**config.mk**
```make
export PLATFORM = sky130hd
export DESIGN_NAME = scan_decoder
export DESIGN_NICKNAME = d
export VERILOG_FILES = /design/src/rtl/scan_decoder.sv
export SDC_FILE = /design/constraint.sdc
export NUM_CORES = 1
export LEC_CHECK = 0
export ABC_AREA = 1
export CORE_AREA = 2 2 90 92
export DETAILED_ROUTE_END_ITERATION = 6
export DIE_AREA = 0 0 92 94
export MAX_ROUTING_LAYER = met4
export PLACE_DENSITY = 0.84
export SLEW_MARGIN = 20
export SYNTH_ARGS = -nofsm -noshare
export SYNTH_HDL_FRONTEND = slang
export SYNTH_SLANG_ARGS = --single-unit
```
**constraint.sdc**
```tcl
create_clock -name clk -period 2 [get_ports clk]
set_input_delay 0.2 -clock clk [delete_from_list [all_inputs] [get_ports clk]]
set_output_delay 0.2 -clock clk [all_outputs]
set_load 0.02 [all_outputs]
```
**src/rtl/scan_decoder.sv**
```systemverilog
// -----------------------------------------------------------------------------
// scan_decoder
//
// Registered ADDR_W -> 2**ADDR_W decoder with two sources of code:
//   * direct mode : the code on addr is decoded whenever en is high.
//   * scan mode   : a request on scan_start sweeps every code 0..2**ADDR_W-1,
//                   holding each code for DWELL cycles, then pulses done.
// Each code decodes as either one-hot (mode=0) or thermometer (mode=1).
//
// Ports
//   clk        in   rising-edge clock
//   rst        in   synchronous active-high reset
//   en         in   direct-mode enable
//   addr       in   direct-mode code            [ADDR_W]
//   mode       in   0 = one-hot, 1 = thermometer (latched at scan start)
//   scan_start in   level-sampled request to start a sweep
//   scan_abort in   terminate an active sweep (also vetoes scan_start)
//   d          out  registered decoded word     [2**ADDR_W]
//   cur_addr   out  code currently driving d    [ADDR_W]
//   busy       out  high while sweeping
//   done       out  one-cycle pulse when a sweep completes
// -----------------------------------------------------------------------------
module scan_decoder #(
  parameter int ADDR_W = 5,
  parameter int DWELL  = 15
) (
  input  logic                   clk,
  input  logic                   rst,
  input  logic                   en,
  input  logic [ADDR_W-1:0]      addr,
  input  logic                   mode,
  input  logic                   scan_start,
  input  logic                   scan_abort,
  output logic [2**ADDR_W-1:0]   d,
  output logic [ADDR_W-1:0]      cur_addr,
  output logic                   busy,
  output logic                   done
);

  localparam int          N          = 2**ADDR_W;
  localparam logic [15:0] DWELL_LAST = 16'(DWELL - 1);

  typedef enum logic {
    IDLE = 1'b0,
    SCAN = 1'b1
  } state_e;

  state_e              state_q;
  logic [N-1:0]        d_q;
  logic [ADDR_W-1:0]   cur_addr_q;
  logic [15:0]         dwell_q;
  logic                mode_q;
  logic                busy_q;
  logic                done_q;

  logic [ADDR_W-1:0]   next_addr_d;

  // Decode one code. Every bit of the result is written on every call, so
  // the function is purely combinational.
  function automatic logic [N-1:0] decode(input logic [ADDR_W-1:0] code,
                                          input logic              thermo);
    logic [N-1:0] w;
    w = '0;
    for (int i = 0; i < N; i++) begin
      w[i] = thermo ? (i <= int'(code)) : (i == int'(code));
    end
    return w;
  endfunction

  assign next_addr_d = cur_addr_q + ADDR_W'(1);

  // NOTE: every register below uses <= so all of them see the pre-edge
  // values of each other; blocking = here would chain updates within a cycle.
  always_ff @(posedge clk) begin
    if (rst) begin
      state_q    <= IDLE;
      d_q        <= '0;
      cur_addr_q <= '0;
      dwell_q    <= '0;
      mode_q     <= 1'b0;
      busy_q     <= 1'b0;
      done_q     <= 1'b0;
    end else begin
      // done is a pulse: only the final dwell cycle of a sweep raises it.
      done_q <= 1'b0;
      case (state_q)
        IDLE: begin
          // A start vetoed by a simultaneous abort falls through to direct mode.
          if (scan_start && !scan_abort) begin
            state_q    <= SCAN;
            busy_q     <= 1'b1;
            mode_q     <= mode;
            cur_addr_q <= '0;
            dwell_q    <= '0;
            d_q        <= decode('0, mode);
          end else if (en) begin
            cur_addr_q <= addr;
            d_q        <= decode(addr, mode);
          end else begin
            d_q        <= '0;
          end
        end

        SCAN: begin
          if (scan_abort) begin
            state_q <= IDLE;
            busy_q  <= 1'b0;
            dwell_q <= '0;
            d_q     <= '0;
          end else if (dwell_q != DWELL_LAST) begin
            dwell_q <= dwell_q + 16'd1;
          end else if (&cur_addr_q) begin
            // Last code finished: cur_addr stays at all-ones, no wrap.
            state_q <= IDLE;
            busy_q  <= 1'b0;
            done_q  <= 1'b1;
            dwell_q <= '0;
            d_q     <= '0;
          end else begin
            cur_addr_q <= next_addr_d;
            dwell_q    <= '0;
            d_q        <= decode(next_addr_d, mode_q);
          end
        end

        default: begin
          state_q <= IDLE;
          busy_q  <= 1'b0;
        end
      endcase
    end
  end

  assign d        = d_q;
  assign cur_addr = cur_addr_q;
  assign busy     = busy_q;
  assign done     = done_q;

endmodule
```
# After elaboration in Yosys (flattened, before gate mapping)
# Index checks and enable logic that the tools add are counted.
# Widths: inputs -> output; s select.
# op_classes
n_shift	0
n_reduce_logical	9
n_addsub	2
multipliers	0
magnitude_cmp	62
n_mux	91
n_div	0
eq_ne	70
bitwise	1
# op_table
op	count
$eq 5x5->1 const A	32
$le 5x5->1 const A	32
$mux 32	5
$eq 4x5->1 const A	16
$le 4x5->1 const A	16
$mux 1	73
$pmux 32 s2	1
$mux 16	3
$eq 3x5->1 const A	8
$le 3x5->1 const A	8
$pmux 16 s2	1
$mux 5	5
$eq 2x5->1 const A	4
$le 2x5->1 const A	4
$add 16x1->16 const B	1
$ne 16x4->1 const B	1
$eq 1x5->1 const A	2
$le 1x5->1 const A	2
$logic_not 5->1	2
$pmux 5 s2	1
$ne 2x2->1 const B	4
$ne 3x3->1 const B	2
$add 5x1->5 const B	1
$reduce_and 5->1	1
9 further kinds	10
# word_totals
output_inout_bits	39
inputBits	11
mem_bits_ro	0
ram_bits	0
mem_count	0
regBits	57
latch_bits	0
word_cells	242

# Logic depth before layout (Yosys ltp)
# depth
ltp_word	7
ltp_mapped	13
mapped_depth_nobuf	12

# Worst setup path after synthesis
# Ideal clock, no wire load.
# synth_timing
kind	reg-to-reg
start	register cur_addr_q[0], in the netlist cur_addr[0]
end	register d_q[16], in the netlist d[16]
setup_slack_ps	17
n_path_buf	1
path_stages_with_launch	12
required_time_ps	1880
arrival_time_ps	1863
period_less_slack_ps	1983
setup_ps	120
path_cell_list	dfxtp_1 -> buf_4 -> inv_1 -> ha_1 -> nor2_1 -> inv_1 -> nor2_1 -> nand3_1 -> nand2_1 -> nand2_1 -> nand2_1 -> a21oi_2
# synth_via
elab_chain_len	7
elab_cells_between_ends	9
cone_classes	1 x add/sub; 1 x order compare; 1 x eq/ne; 5 x mux; 1 x reduce/logical
# synth_lines
element	line	rtl
from (decl)	50	logic [ADDR_W-1:0] cur_addr_q;
from (signal assigned)	97	cur_addr_q <= addr;
from (signal assigned)	120	cur_addr_q <= next_addr_d;
$add 5x1->5	70	assign next_addr_d = cur_addr_q + ADDR_W'(1);
$le 5x5->1 or $eq 5x5->1 (tied branches)	65	w[i] = thermo ? (i <= int'(code)) : (i == int'(code));
$mux 1	65	
$mux 32 *	112	end else if (&cur_addr_q) begin
$mux 32 *	110	end else if (dwell_q != DWELL_LAST) begin
$mux 32 *	105	if (scan_abort) begin
$pmux 32 s2 *	86	case (state_q)
to (signal assigned)	95	d_q <= decode('0, mode);
to (signal assigned)	98	d_q <= decode(addr, mode);
to (signal assigned)	122	d_q <= decode(next_addr_d, mode_q);
to (decl)	49	logic [N-1:0] d_q;
# Every way passes the cells marked *; elsewhere a longest branch is shown, timed or not. The select of a mux whose other input is x is not followed.
# A chain may end at the register's enable or synchronous reset.

# Worst setup path in the final report
# layout_timing
start	register cur_addr_q[1], in the netlist cur_addr[1]
end	register d_q[24], in the netlist d[24]
# layout_via
elab_chain_len	7
elab_cells_between_ends	9
cone_classes	1 x add/sub; 1 x order compare; 1 x eq/ne; 5 x mux; 1 x reduce/logical
# layout_lines
element	line
$add 5x1->5	70
$le 5x5->1 or $eq 4x5->1 (tied branches)	65
$mux 1	65
$mux 32 *	112
$mux 32 *	110
$mux 32 *	105
$pmux 32 s2 *	86
# Marks and branches as above.

==> results.toml <==
[run_status]
outcome = "finished clean"

[sta]
fin_worst_skew_ns = 0.0150
slew_viol_final = 0
post-route-period-util_pct = 99.0
setup_viol = 0
max_freq_mhz = 505
whs_ns = 0.508
final.setup.tns_ns = 0
period_minus_slack_ns = 1.98
maxSlewHeadroom_pct = 64.7
rsz0062_at_grt = "true"
hold_viol_final = 0
worst_pin_slew_ns = 0.523

[synth]
ys.flop_type = "dfxtp_1"
synthTopCellsByCount = "197 x nand2_1, 117 x nor2_1, 70 x inv_1, 57 x dfxtp_1, 50 x nand3_1"
netlist_area_mm2 = 0.00424
synth_edf_count = 0
synth_warnings = 0
synth_top_area_cell = "dfxtp_1"
synth_cell_types = 37
synth_area_leaders = "dfxtp_1 27%, nand2_1 17%, nor2_1 10%, inv_1 6.2%, nand3_1 5.9%"
synth.ff_latch_count = 57
yosys.area.top_type_share_pct = 26.9
avgSynthCellArea_um2 = 5.92
synthMostInstantiatedCell = "nand2_1"
synthCells = 716
async_reset_ff_share_pct = 0
yosysSeqAreaShare_pct = 26.9
synth.net_count = 735

[cts]
clkLatencyLatePin_ns = 0.35
cts_sinks = 57
clk_pin_slew_worst_paths_ns = 0.07
root_buffer = "clkbuf_8"
ctsHoldBuffers = 0
htreeDepth = 3
numCtsBuffers = 9
cts_tree = "yes"
clock_path_buffers = 2

[place]
io_buffers = 49
dp.cells = 893
postPlaceCellArea_mm2 = 0.00509
routabilityCongestion = 1.07
dp_hpwl_um = 11900

[critical_path]
arrival_ns = 2.23
cp-startpoint = "cur_addr[1]"
ff2ff_setup_slack_ns = 0.02
reg2reg_depth = 10
crit_fanout = 5
worstSetupPathType = "reg2reg"
crit_end = "d[24]"
required_ns = 2.25
r2r_end = "d[24]"
end_kind = "flop"
crit_path_start_kind = "flop"
rr_startpoint = "cur_addr[1]"

[final_layout]
antenna_cells = 0
final_layout_size_suffix_gt1_share_pct = 14.9
final_nets = 822
stdcell_count = 910
area_growth_pct = 26.6
final_util_pct = 70.6
final_cell_area_mm2 = 0.00537

[routing]
ant_nets = 0
vias = 5298
dr.first_iter.drc_count = 669
first_pass_iters = 6
routedWlPerCell_um = 16.9
drcViolationCount = 0
vias_per_cell = 5.82
routed_wl_um = 15400

[grt]
globalRouteTotalUtil_pct = 37.8
grt_max_degree = 39
first_global_vias = 4857
overflow = 0
grt_pass1_wl_um = 24700
antenna_found_initial = 0

[power]
switchingPower_mw = 1.19
seq_power_share_pct = 35.2
peakVddDrop_mv = 0.425
p_int_mw = 2.29
p_leak_nw = 2.36
p_comb_share_pct = 29.1
switching_share_pct = 34.3
pwr_density_cell_mw_per_mm2 = 648
clockPowerShare_pct = 35.7

[floorplan]
std_cell_rows = 32
design.core.area_mm2 = 0.00761
start_util_pct = 55.7
die_x_um = 92
die-area_mm2 = 0.00865
die_h_um = 94
io_pins = 50

[hold_path]
hold_class = "reg2reg"

[flow_run]
cap_violations = 0
## area by class of cell
class,instances,area [µm²]
fillers,689,2240
flip-flops and latches,57,1140
repair buffers,104,932
clock inverters,5,78.8
inverters,76,289
clock buffers,11,141
well taps,102,128
multi-input cells,555,2660
## metal layers
layer / GRT usage, % / share of wire [%] / wire, µm / vias to the layer above
li1: - / - / - / 2507
met5: - / 0 / 0 / -
met1: 48.5 / 42 / 6420 / 2370
met3: 7.06 / 11 / 1640 / 69
met2: 58.1 / 43 / 6650 / 352
met4: 17.4 / 4.5 / 699 / 0
## per-stage QoR
step,worst slack (ns),power (mW)
6_report,0.0209,3.48
5_1_grt,-0.0311,3.61
4_1_cts,0.00134,3.44
3_5_place_dp,-0.0208,2.20
3_3_place_gp,-0.0224,2.20
2_1_floorplan,0.0169,1.82
## sequential cells by signal, indices dropped and copies added, names as in the netlist
| signal | count |
|---|---|
| dwell_q | 16 |
| mode_q | 1 |
| done | 1 |
| cur_addr | 5 |
| d | 32 |
| state_q | 1 |
| busy | 1 |
## what timing repair did
item                                    CTS  global route
gates resized for setup                   0            19
endpoints found under the setup margin    0            21
buffers inserted                          0             1
## cell families after synthesis
| logic type | Yosys count | share of synthesized area, % |
|---|---|---|
| simple gates | 415 | 41.6 |
| compound gates | 128 | 16.9 |
| xor+xnor | 4 | 0.826 |
| buf+inv | 104 | 11.4 |
| fa+ha+maj | 8 | 2.36 |
| flops | 57 | 26.9 |
## worst max-delay path: stages (launching register included)
cell	delay, ns
dfxtp_2	0.32
buf_4	0.15
inv_1	0.13
ha_2	0.33
nor2_2	0.17
buf_4	0.15
nand2_1	0.06
nand4_1	0.20
o21ai_0	0.15
nor2_2	0.16
nor2_1	0.05
## worst min-delay path by stage
stage	endpoint	start	cells after the start	slack (ns)
finish	dwell_q[0]	dwell_q[0]	2	0.51
detailed placement	d[24]	d[24]	2	0.50
floorplan	dwell_q[7]	rst	3	0.35
CTS	d[8]	d[8]	2	0.52
global route	dwell_q[0]	dwell_q[0]	2	0.55
global placement	dwell_q[15]	dwell_q[15]	2	0.49
## power by group through the flow
stage	logic [mW]	registers [mW]	clock network (mW)
2_1_floorplan	0.505	1.31	0
3_3_place_gp	0.953	1.25	0
3_5_place_dp	0.955	1.25	0
4_1_cts	0.961	1.22	1.25
5_1_grt	1.08	1.23	1.30
6_report	1.01	1.23	1.24
## cells in the final DEF (no fill, tap or decap), drive strengths merged
cell type / n
a21oi: 42
a22oi: 1
a31oi: 3
and2: 1
buf: 55
bufinv: 2
clkbuf: 11
clkdlybuf4s50: 49
clkinv: 5
dfxtp: 57
ha: 8
inv: 74
nand2: 204
nand3: 52
nand4: 24
nor2: 123
nor3: 10
nor4: 1
o211ai: 3
o21ai: 71
o21bai: 1
o22ai: 6
o31ai: 1
xnor2: 1
xor2: 3
(Power assumes the default switching activity.)
